File: src/rtl/regfile_wb_arbiter_if.sv
// Bus bundle between the two writeback requesters, the register file write/read
// ports and the arbiter. The slave modport is the arbiter's view; master is the
// surrounding datapath's view.
interface regfile_wb_arbiter_if #(
   parameter int DATA_WIDTH = 32,
   parameter int ADDR_WIDTH = 5,
   parameter int CNT_WIDTH  = 16
);
   logic                  req0_valid;
   logic [ADDR_WIDTH-1:0] req0_reg;
   logic [DATA_WIDTH-1:0] req0_data;
   logic                  req0_ready;
   logic                  req1_valid;
   logic [ADDR_WIDTH-1:0] req1_reg;
   logic [DATA_WIDTH-1:0] req1_data;
   logic                  req1_ready;
   logic                  ctrl_writeEnable;
   logic [ADDR_WIDTH-1:0] ctrl_writeReg;
   logic [DATA_WIDTH-1:0] data_writeReg;
   logic [ADDR_WIDTH-1:0] ctrl_readRegA;
   logic [ADDR_WIDTH-1:0] ctrl_readRegB;
   logic [DATA_WIDTH-1:0] rf_readRegA;
   logic [DATA_WIDTH-1:0] rf_readRegB;
   logic [DATA_WIDTH-1:0] data_readRegA;
   logic [DATA_WIDTH-1:0] data_readRegB;
   logic [CNT_WIDTH-1:0]  wb_count;

   modport slave (
      input  req0_valid, req0_reg, req0_data,
      output req0_ready,
      input  req1_valid, req1_reg, req1_data,
      output req1_ready,
      output ctrl_writeEnable, ctrl_writeReg, data_writeReg,
      input  ctrl_readRegA, ctrl_readRegB, rf_readRegA, rf_readRegB,
      output data_readRegA, data_readRegB,
      output wb_count
   );

   modport master (
      output req0_valid, req0_reg, req0_data,
      input  req0_ready,
      output req1_valid, req1_reg, req1_data,
      input  req1_ready,
      input  ctrl_writeEnable, ctrl_writeReg, data_writeReg,
      output ctrl_readRegA, ctrl_readRegB, rf_readRegA, rf_readRegB,
      input  data_readRegA, data_readRegB,
      input  wb_count
   );
endinterface

File: src/rtl/regfile_wb_arbiter.sv
// Two-requester writeback arbiter in front of a register file write port.
// Round-robin on contention (prio bit flips to the loser), single-cycle
// registered write stage, register 0 writes swallowed, saturating count of
// committed writes.
// Optional macro WB_BYPASS_EN: forwards the in-flight write data onto the read
// ports when the read index matches the register being written this cycle.
module regfile_wb_arbiter #(
   parameter int DATA_WIDTH = 32,
   parameter int ADDR_WIDTH = 5,
   parameter int CNT_WIDTH  = 16
) (
   input logic                 clock,
   input logic                 ctrl_reset_n,
   regfile_wb_arbiter_if.slave bus
);

   logic                  r_prio;
   logic                  r_we;
   logic [ADDR_WIDTH-1:0] r_wreg;
   logic [DATA_WIDTH-1:0] r_wdata;
   logic [CNT_WIDTH-1:0]  r_cnt;

   logic                  w_both;
   logic                  w_gnt0;
   logic                  w_gnt1;
   logic [ADDR_WIDTH-1:0] w_sel_reg;
   logic [DATA_WIDTH-1:0] w_sel_data;

   // Grant decode; readies are held low while reset is asserted
   always_comb begin
      w_both     = bus.req0_valid & bus.req1_valid;
      w_gnt0     = ctrl_reset_n & bus.req0_valid & (~bus.req1_valid | ~r_prio);
      w_gnt1     = ctrl_reset_n & bus.req1_valid & (~bus.req0_valid | r_prio);
      w_sel_reg  = w_gnt1 ? bus.req1_reg  : bus.req0_reg;
      w_sel_data = w_gnt1 ? bus.req1_data : bus.req0_data;
   end

   assign bus.req0_ready = w_gnt0;
   assign bus.req1_ready = w_gnt1;

   // Priority pointer moves to the loser only when both requesters contend
   always_ff @(posedge clock or negedge ctrl_reset_n) begin
      if (!ctrl_reset_n) begin
         r_prio <= 1'b0;
      end else if (w_both) begin
         r_prio <= ~r_prio;
      end
   end

   // Write stage: capture granted request; register 0 is accepted but not written
   always_ff @(posedge clock or negedge ctrl_reset_n) begin
      if (!ctrl_reset_n) begin
         r_we    <= 1'b0;
         r_wreg  <= '0;
         r_wdata <= '0;
      end else if (w_gnt0 | w_gnt1) begin
         r_we    <= (w_sel_reg != '0);
         r_wreg  <= w_sel_reg;
         r_wdata <= w_sel_data;
      end else begin
         r_we    <= 1'b0;
      end
   end

   // Committed-write counter, counts each strobed cycle and sticks at all-ones
   always_ff @(posedge clock or negedge ctrl_reset_n) begin
      if (!ctrl_reset_n) begin
         r_cnt <= '0;
      end else if (r_we && (r_cnt != {CNT_WIDTH{1'b1}})) begin
         r_cnt <= r_cnt + {{(CNT_WIDTH-1){1'b0}}, 1'b1};
      end
   end

   assign bus.ctrl_writeEnable = r_we;
   assign bus.ctrl_writeReg    = r_wreg;
   assign bus.data_writeReg    = r_wdata;
   assign bus.wb_count         = r_cnt;

`ifdef WB_BYPASS_EN
   // Forward the write in flight so a same-cycle read sees the new value
   always_comb begin
      bus.data_readRegA = (r_we && (r_wreg == bus.ctrl_readRegA)) ? r_wdata : bus.rf_readRegA;
      bus.data_readRegB = (r_we && (r_wreg == bus.ctrl_readRegB)) ? r_wdata : bus.rf_readRegB;
   end
`else
   assign bus.data_readRegA = bus.rf_readRegA;
   assign bus.data_readRegB = bus.rf_readRegB;
`endif

endmodule

File: src/flat_wrapper.sv
// flat-port wrapper written by rule: the top's interface ports become plain ports
module regfile_wb_arbiter_flat 
#(
   parameter int DATA_WIDTH = 32,
   parameter int ADDR_WIDTH = 5,
   parameter int CNT_WIDTH  = 16
)
  (clock, ctrl_reset_n, bus_req0_valid, bus_req0_reg, bus_req0_data, bus_req0_ready, bus_req1_valid, bus_req1_reg, bus_req1_data, bus_req1_ready, bus_ctrl_writeEnable, bus_ctrl_writeReg, bus_data_writeReg, bus_ctrl_readRegA, bus_ctrl_readRegB, bus_rf_readRegA, bus_rf_readRegB, bus_data_readRegA, bus_data_readRegB, bus_wb_count);
  regfile_wb_arbiter_if #(.DATA_WIDTH(DATA_WIDTH), .ADDR_WIDTH(ADDR_WIDTH), .CNT_WIDTH(CNT_WIDTH)) bus_i ();
  input logic clock;
  input logic ctrl_reset_n;
  input wire logic [$bits(bus_i.req0_valid)-1:0] bus_req0_valid;
  input wire logic [$bits(bus_i.req0_reg)-1:0] bus_req0_reg;
  input wire logic [$bits(bus_i.req0_data)-1:0] bus_req0_data;
  output wire logic [$bits(bus_i.req0_ready)-1:0] bus_req0_ready;
  input wire logic [$bits(bus_i.req1_valid)-1:0] bus_req1_valid;
  input wire logic [$bits(bus_i.req1_reg)-1:0] bus_req1_reg;
  input wire logic [$bits(bus_i.req1_data)-1:0] bus_req1_data;
  output wire logic [$bits(bus_i.req1_ready)-1:0] bus_req1_ready;
  output wire logic [$bits(bus_i.ctrl_writeEnable)-1:0] bus_ctrl_writeEnable;
  output wire logic [$bits(bus_i.ctrl_writeReg)-1:0] bus_ctrl_writeReg;
  output wire logic [$bits(bus_i.data_writeReg)-1:0] bus_data_writeReg;
  input wire logic [$bits(bus_i.ctrl_readRegA)-1:0] bus_ctrl_readRegA;
  input wire logic [$bits(bus_i.ctrl_readRegB)-1:0] bus_ctrl_readRegB;
  input wire logic [$bits(bus_i.rf_readRegA)-1:0] bus_rf_readRegA;
  input wire logic [$bits(bus_i.rf_readRegB)-1:0] bus_rf_readRegB;
  output wire logic [$bits(bus_i.data_readRegA)-1:0] bus_data_readRegA;
  output wire logic [$bits(bus_i.data_readRegB)-1:0] bus_data_readRegB;
  output wire logic [$bits(bus_i.wb_count)-1:0] bus_wb_count;
  assign bus_i.req0_valid = bus_req0_valid;
  assign bus_i.req0_reg = bus_req0_reg;
  assign bus_i.req0_data = bus_req0_data;
  assign bus_req0_ready = bus_i.req0_ready;
  assign bus_i.req1_valid = bus_req1_valid;
  assign bus_i.req1_reg = bus_req1_reg;
  assign bus_i.req1_data = bus_req1_data;
  assign bus_req1_ready = bus_i.req1_ready;
  assign bus_ctrl_writeEnable = bus_i.ctrl_writeEnable;
  assign bus_ctrl_writeReg = bus_i.ctrl_writeReg;
  assign bus_data_writeReg = bus_i.data_writeReg;
  assign bus_i.ctrl_readRegA = bus_ctrl_readRegA;
  assign bus_i.ctrl_readRegB = bus_ctrl_readRegB;
  assign bus_i.rf_readRegA = bus_rf_readRegA;
  assign bus_i.rf_readRegB = bus_rf_readRegB;
  assign bus_data_readRegA = bus_i.data_readRegA;
  assign bus_data_readRegB = bus_i.data_readRegB;
  assign bus_wb_count = bus_i.wb_count;
  regfile_wb_arbiter #(.DATA_WIDTH(DATA_WIDTH), .ADDR_WIDTH(ADDR_WIDTH), .CNT_WIDTH(CNT_WIDTH)) u_core (.clock(clock), .ctrl_reset_n(ctrl_reset_n), .bus(bus_i));
endmodule
File: config.mk
export PLATFORM = sky130hd
export DESIGN_NAME = regfile_wb_arbiter_flat
export DESIGN_NICKNAME = d
export VERILOG_FILES = /design/src/rtl/regfile_wb_arbiter_if.sv /design/src/rtl/regfile_wb_arbiter.sv /design/src/flat_wrapper.sv
export SDC_FILE = /design/constraint.sdc
export NUM_CORES = 1
export LEC_CHECK = 0
export ABC_CLOCK_PERIOD_IN_PS = 2000
export BUFFER_PORTS_ARGS = -buffer_cell sky130_fd_sc_hd__buf_2
export CAP_MARGIN = 30
export CORE_AREA = 2 2 136 72
export CTS_CLUSTER_DIAMETER = 50
export DETAILED_ROUTE_END_ITERATION = 10
export DIE_AREA = 0 0 138 74
export PLACE_DENSITY = 0.74
export SETUP_SLACK_MARGIN = 0.1
export SKIP_LAST_GASP = 1
export SLEW_MARGIN = 20
export SYNTH_ARGS = -nofsm -noshare
export SYNTH_HDL_FRONTEND = slang
export SYNTH_SLANG_ARGS = --single-unit
File: constraint.sdc
create_clock -name clock -period 2 [get_ports clock]
set_clock_uncertainty 0.15 [all_clocks]
set_input_delay 0.3 -clock clock [delete_from_list [all_inputs] [get_ports clock]]
set_output_delay 0.3 -clock clock [all_outputs]
set_load 0.005 [all_outputs]
==> results of run 1 <==
[registers in the layout, summed over array words and instances, names as in the netlist]
| register | flops |
|---|---|
| u_core.bus.ctrl_writeEnable | 1 |
| u_core.bus.ctrl_writeReg | 5 |
| u_core.bus.data_writeReg | 32 |
| u_core.bus.wb_count | 16 |
| u_core.r_prio | 1 |
[cell usage in the layout, fill, tap and decap left out, drive strengths merged, types with 2 or more instances in the layout]
master  count
a211oi      2
a21oi       9
and2        2
and4        3
buf       144
clkbuf      7
clkinv      2
dfrtp      55
inv         4
mux2        3
mux2i      38
nand2      50
nand3       4
nand4       4
nor3        3
nor4        2
o21ai      38
xnor2       2
xor2        8
[path summary, 6_finish.rpt]
path	endpoint	slack (ns)	cells after the start
max in group asynchronous	u_core.bus.wb_count[1]	0.51	3
worst min-delay path	u_core.bus.data_writeReg[25]	0.10	3
worst min register to register	u_core.bus.data_writeReg[5]	0.33	2
min in group clock	u_core.bus.data_writeReg[21]	0.15	3
worst max register to register	u_core.bus.wb_count[7]	0.21	6
worst max-delay path	u_core.bus.wb_count[7]	0.21	6
[power groups by stage]
stage / clock [uW] / combinational (uW) / sequential, uW
2_1_floorplan: 0 / 411 / 1480
3_3_place_gp: 0 / 672 / 1460
3_5_place_dp: 0 / 696 / 1480
4_1_cts: 903 / 698 / 1460
5_1_grt: 949 / 864 / 1490
6_report: 860 / 768 / 1460
[kinds of logic (layout without fill, tap and decap cells)]
| kind of cell | Yosys count | after routing |
|---|---|---|
| DFF | 55 | 55 |
| xor gates and xnor gates | 10 | 10 |
| and+or+nand+nor | 73 | 73 |
| muxes | 41 | 41 |
| adders and majority gates | 1 | 1 |
| buffers and inverters | 81 | 158 |
| AOI/OAI and AO/OA | 53 | 53 |
[cells in the mapped netlist (all sizes together)]
| master | n |
|---|---|
| a211oi | 2 |
| a21boi | 1 |
| a21oi | 9 |
| a311oi | 1 |
| a41oi | 1 |
| and2 | 2 |
| and3 | 1 |
| and4 | 3 |
| buf | 70 |
| clkbuf | 8 |
| dfrtp | 55 |
| ha | 1 |
| inv | 3 |
| mux2 | 3 |
| mux2i | 38 |
| nand2 | 50 |
| nand3 | 4 |
| nand4 | 4 |
| nor2 | 1 |
| nor3 | 3 |
| nor3b | 1 |
| nor4 | 2 |
| o211ai | 1 |
| o21ai | 38 |
| or4 | 1 |
| or4b | 1 |
| xnor2 | 2 |
| xor2 | 8 |
[routing by layer]
metal / vias up / part of all wire / track usage
met2: 124 / 0.42 / 0.214
met4: 2 / 0.0082 / 0.0363
met5: - / 0.0044 / 0.0263
li1: 1155 / - / -
met1: 1156 / 0.49 / 0.200
met3: 9 / 0.082 / 0.0657
[stage by stage]
stage / cells / hold slack (ns) / power, uW / setup slack, ns / cell area [um2]
6_report: 512 / 0.101 / 3090 / 0.205 / 3720
5_1_grt: 512 / 0.148 / 3300 / 0.0977 / 3720
4_1_cts: 506 / 0.116 / 3060 / 0.117 / 3610
3_5_place_dp: 497 / 0.200 / 2180 / 0.147 / 3460
3_3_place_gp: 497 / 0.189 / 2140 / 0.204 / 3460
2_1_floorplan: 314 / -0.146 / 1890 / 0.308 / 3090
[area by class of cell]
class	instances	area (um2)	area share
clock buffers	5	125	0.0336
clock inverters	3	18.8	0.00504
inverters	3	11.3	0.00303
well taps	121	151	0.0407
flip-flops and latches	55	1380	0.370
repair buffers	147	833	0.224
multi-input cells	178	1210	0.324
[worst max-delay path: cells and delay by family (launching register included)]
family / cells / cell delay [ns]
AO/OA/AOI/OAI: 1 / 0.08
XOR/XNOR: 1 / 0.15
adder cells (fa/ha/maj): 1 / 0.23
buffers and inverters: 1 / 0.22
flip-flops: 1 / 0.42
AND/OR/NAND/NOR: 2 / 0.45
[what timing repair did]
| action | 4_1_cts | 5_1_grt |
|---|---|---|
| resized for setup | 0 | 8 |
| hold buffers | 1 | 0 |
| hold endpoints to repair | 17 | 0 |
| setup endpoints to repair | 0 | 13 |
| setup buffers | 0 | 4 |
==> impl_metrics.csv, run 1 <==
group,metric,value,unit
power,seqPwrFrac,0.473,
yosys,yosysTopAreaCell,"dfrtp_1",
die,core,0.00907,mm2
run_status,status,"finished, final reports clean",
sta,finalSetupTns,0,ns
clock_network,clk_path_buf_depth,2,
placement,dp_hpwl,5680,um
die,io_pins,272,
critical_path,crit_chain,"ha_2, nand2_2, nor4_4, buf_4, a21oi_1, xor2_1",
grt,antenna_found_initial,0,
yosys,synth.avg_cell_area,9.84,um2
layout,drive_gt1_frac,0.430,
critical_path,crit_slowest_cell,"dfrtp_1",
critical_path,cp.arrival,1.82,ns
yosys,synth_top_family_by_area,"buffers and inverters",
route,wirelength,7770,um
sta,fmax,557,MHz
sta,min_period,1.79,ns
clock_network,clkTransAtPathRegs,0.07,ns
clock_network,cts_made_buffers,5,
power,swShare,0.300,
clock_network,clock_tree.root_cell,"clkbuf_16",
sta,worst_pin_slew,0.816,ns
die,initial_core_util,0.341,
yosys,synth_compound_area_frac,0.0960,
critical_path,critPathKind,"flip-flop to flip-flop",
yosys,yosys_register_bits,55,
grt,grt_usage,0.147,
yosys,muxShareOfSynthArea,0.134,
die,die_area,0.0102,mm2
power,p_sw,927,uW
layout,syn2layout_area_growth,20.4,%
power,internal-power,2160,uW
sta,hold_viol,0,
power,ir_drop,0.000359,V
clock_network,htree_levels,2,
yosys,synth_area,0.00309,mm2
critical_path,r2r-start,"u_core.bus.wb_count[0]",
power,p_comb_frac,0.248,
layout,nets,543,
route,dr.pass1.iters,4,
yosys,ys_warn_count,0,
die,die_w,138,um
route,ant_nets,0,
grt,grt_start_max_net_pins,76,
yosys,synthXorXnorAreaFrac,0.0283,
die,rows,25,
clock_network,clock_sinks,55,
sta,setup-violations-final,0,
route,vias,2446,
sta,rsz0062_at_grt,"true",
flow_run,drv_cap,0,
critical_path,cpPeakStageDelay,0.42,ns
yosys,ys_seq_area_frac,0.445,
sta,drv_slew,0,
yosys,syn_nets,467,
route,via_per_inst,4.78,
critical_path,end_kind,"flip-flop",
critical_path,start_kind,"flip-flop",
die,fp.dieH,74,um
yosys,synth.area.top_cells,"dfrtp_1 (45%), buf_4 (16%), mux2i_1 (12%)",
yosys,synthAdderAreaFrac,0.00405,
sta,layout_worst_path_cycle_share,0.897,
power,p_leak,0.00207,uW
grt,grt_pass1_wl,11900,um
hold_path,min_path_type,"input port to asynchronous set/reset pin",
layout,nFillCells,937,
power,clkPwrFrac,0.278,
critical_path,critPathMaxFanout,6,
route,remaining_drc_errors,0,
sta,relSlewSlack,0.454,
yosys,syn_inst,314,
placement,gp_congestion,0.770,
critical_path,crit_required,2.02,ns
yosys,synth_top_cell_area_share,0.445,
grt,gr-total-overflow,0,
grt,grt_pass1_vias,2363,
yosys,synthDistinctLibCells,33,
power,powerDensity,830,mW/mm2
route,drtIter0Drc,93,
critical_path,startpoint,"u_core.bus.wb_count[0]",
route,wl_per_cell,15.2,um
layout,diodes,0,
placement,io_buffers,133,
clock_network,cts_tree,"done",
yosys,synth-simple-area-share,0.112,
clock_network,clock_latency,0.29,ns
layout,final_core_util,0.410,
Note: power is estimated with default switching activity, not from simulation.
==> inputs of run 2 (changes only) <==
--- a/config.mk
+++ b/config.mk
@@ -8,11 +8,13 @@
 export ABC_CLOCK_PERIOD_IN_PS = 2000
 export BUFFER_PORTS_ARGS = -buffer_cell sky130_fd_sc_hd__buf_2
 export CAP_MARGIN = 30
-export CORE_AREA = 2 2 136 72
+export CELL_PAD_IN_SITES_DETAIL_PLACEMENT = 1
+export CELL_PAD_IN_SITES_GLOBAL_PLACEMENT = 1
+export CORE_AREA = 2 2 158 83
 export CTS_CLUSTER_DIAMETER = 50
 export DETAILED_ROUTE_END_ITERATION = 10
-export DIE_AREA = 0 0 138 74
-export PLACE_DENSITY = 0.74
+export DIE_AREA = 0 0 160 85
+export PLACE_DENSITY_LB_ADDON = 0.1
 export SETUP_SLACK_MARGIN = 0.1
 export SKIP_LAST_GASP = 1
 export SLEW_MARGIN = 20
==> run 2 against run 1 <==
Compared with the run above: flip-flop and latch count unchanged; fmax down 2.5%; design area is 1.6% higher; hold slack improved by 0.037 ns; first-iteration DRC count is 30% lower; critical path type unchanged; critical endpoint unchanged.
==> impl_metrics.csv, run 2 (same netlist as run 1, synthesis figures left out) <==
group,metric,value,unit
placement,io_buffers,133,
sta,hold_viol,0,
clock_network,clock_tree.root_cell,"clkbuf_16",
route,vias,2444,
sta,layout_worst_path_cycle_share,0.920,
grt,grt_pass1_vias,2520,
sta,rsz0062_at_grt,"false",
hold_path,min_path_type,"input port to asynchronous set/reset pin",
critical_path,r2r_slack,0.16,ns
critical_path,crit_required,2.02,ns
grt,gr-total-overflow,0,
clock_network,cts_made_buffers,5,
layout,layout.cells.most_common,"buf_2",
route,ant_nets,0,
sta,finalSetupTns,0,ns
critical_path,cp-endpoint,"u_core.bus.wb_count[7]",
layout,drive_gt1_frac,0.419,
clock_network,clk_path_buf_depth,2,
die,initial_core_util,0.252,
clock_network,cts_tree,"done",
sta,worst_pin_slew,0.679,ns
grt,antenna_found_initial,0,
sta,drv_slew,0,
die,die_w,160,um
grt,grt_usage,0.152,
clock_network,clkTransAtPathRegs,0.07,ns
critical_path,critPathKind,"flip-flop to flip-flop",
route,wirelength,10300,um
critical_path,end_kind,"flip-flop",
critical_path,cp_num_cells,5,
layout,diodes,0,
route,drtIter0Drc,65,
clock_network,clock_sinks,55,
critical_path,r2r-start,"u_core.bus.wb_count[13]",
die,rows,29,
critical_path,startpoint,"u_core.bus.wb_count[13]",
die,fp.dieH,85,um
critical_path,path_buf_inv,1,
placement,gp_congestion,0.702,
die,die_area,0.0136,mm2
layout,nFillCells,1462,
critical_path,start_kind,"flip-flop",
route,dr.pass1.iters,4,
route,via_per_inst,4.32,
sta,relSlewSlack,0.547,
die,core,0.0123,mm2
sta,fin_ws,0.160,ns
grt,grt_start_max_net_pins,72,
placement,dp_slack,0.193,ns
critical_path,critPathMaxFanout,6,
critical_path,cp_top_family,"simple AND/OR/NAND/NOR gates",
sta,setup-violations-final,0,
power,ir_drop,0.000235,V
route,remaining_drc_errors,0,
power,powerDensity,825,mW/mm2
layout,syn2layout_area_growth,22.4,%
critical_path,r2r_cells,5,
clock_network,clock_latency,0.29,ns
critical_path,cp.arrival,1.86,ns
critical_path,crit_slowest_cell,"nor4_2",
grt,grt_pass1_wl,15900,um
critical_path,cpPeakStageDelay,0.46,ns
placement,placed_cell_area,0.00356,mm2
placement,dp_hpwl,7950,um
die,io_pins,272,
run_status,status,"finished, final reports clean",
layout,nets,550,
clock_network,htree_levels,2,
flow_run,drv_cap,0,
sta,min_period,1.84,ns
power,p_leak,0.00207,uW
layout,largest_register_ffs,32,
layout,finalInstanceArea,0.00378,mm2
critical_path,crit_chain,"nand3_1, nor4_2, buf_4, a21oi_1, xor2_1",
route,wl_per_cell,18.2,um
layout,final_core_util,0.309,
critical_path,timing.rr.end,"u_core.bus.wb_count[7]",
sta,fmax,543,MHz
layout,final_cell_mix,"buf_2 (133), dfrtp_1 (55), nand2_1 (50), mux2i_1 (38), o21ai_0 (37)",
[run 2: final cells by class]
type,instances,area [um2],area share
Multi-Input combinational cell,178,1180,0.312
Timing Repair Buffer,154,876,0.231
Tap cell,170,213,0.0562
Inverter,3,11.3,0.00298
Sequential cell,55,1380,0.364
Clock buffer,6,129,0.0341
[run 2: per-layer routing]
layer  GRT usage  up-vias  wire [um]
met5     0.00350        -          0
met4      0.0442        0        204
met3      0.0640       25       1050
met2       0.216      119       4240
met1       0.210     1132       4830
li1            -     1168          -
[run 2: what timing repair did]
action                                 4_1_cts  5_1_grt
buffers inserted                             0        7
endpoints found under the hold margin        7        0
cloned                                       1        0
hold buffers                                 1        0
setup endpoints to repair                    1        2
resized for setup                            0        1
[run 2: where the power goes]
part | switching, uW | internal [uW] | total [uW]
clock | 391 | 453 | 844
combinational | 410 | 430 | 839
sequential | 143 | 1300 | 1440
total | 943 | 2180 | 3120
[run 2: worst min path at each step]
stage                       from                            to  depth (start not counted)
2_1_floorplan       ctrl_reset_n   u_core.bus.ctrl_writeEnable                          0
3_3_place_gp        ctrl_reset_n                 u_core.r_prio                          1
3_5_place_dp        ctrl_reset_n                 u_core.r_prio                          1
4_1_cts        bus_req1_data[29]  u_core.bus.data_writeReg[29]                          3
5_1_grt         bus_req0_data[6]   u_core.bus.data_writeReg[6]                          3
6_report            ctrl_reset_n   u_core.bus.ctrl_writeReg[3]                          2
[run 2: worst register-to-register path, stage by stage, from the launching register on]
cell	delay [ns]
dfrtp_1	0.44
nand3_1	0.19
nor4_2	0.46
buf_4	0.23
a21oi_1	0.09
xor2_1	0.15
[run 2: metrics by stage]
| stage | power, uW | std cells | hold WS [ns] |
|---|---|---|---|
| after detailed placement | 2270 | 551 | 0.00225 |
| after global placement | 2250 | 551 | -0.00161 |
| final | 3120 | 566 | 0.138 |
| after global routing | 3370 | 566 | 0.159 |
| after floorplan | 1890 | 314 | -0.146 |
| after CTS | 3180 | 559 | 0.136 |
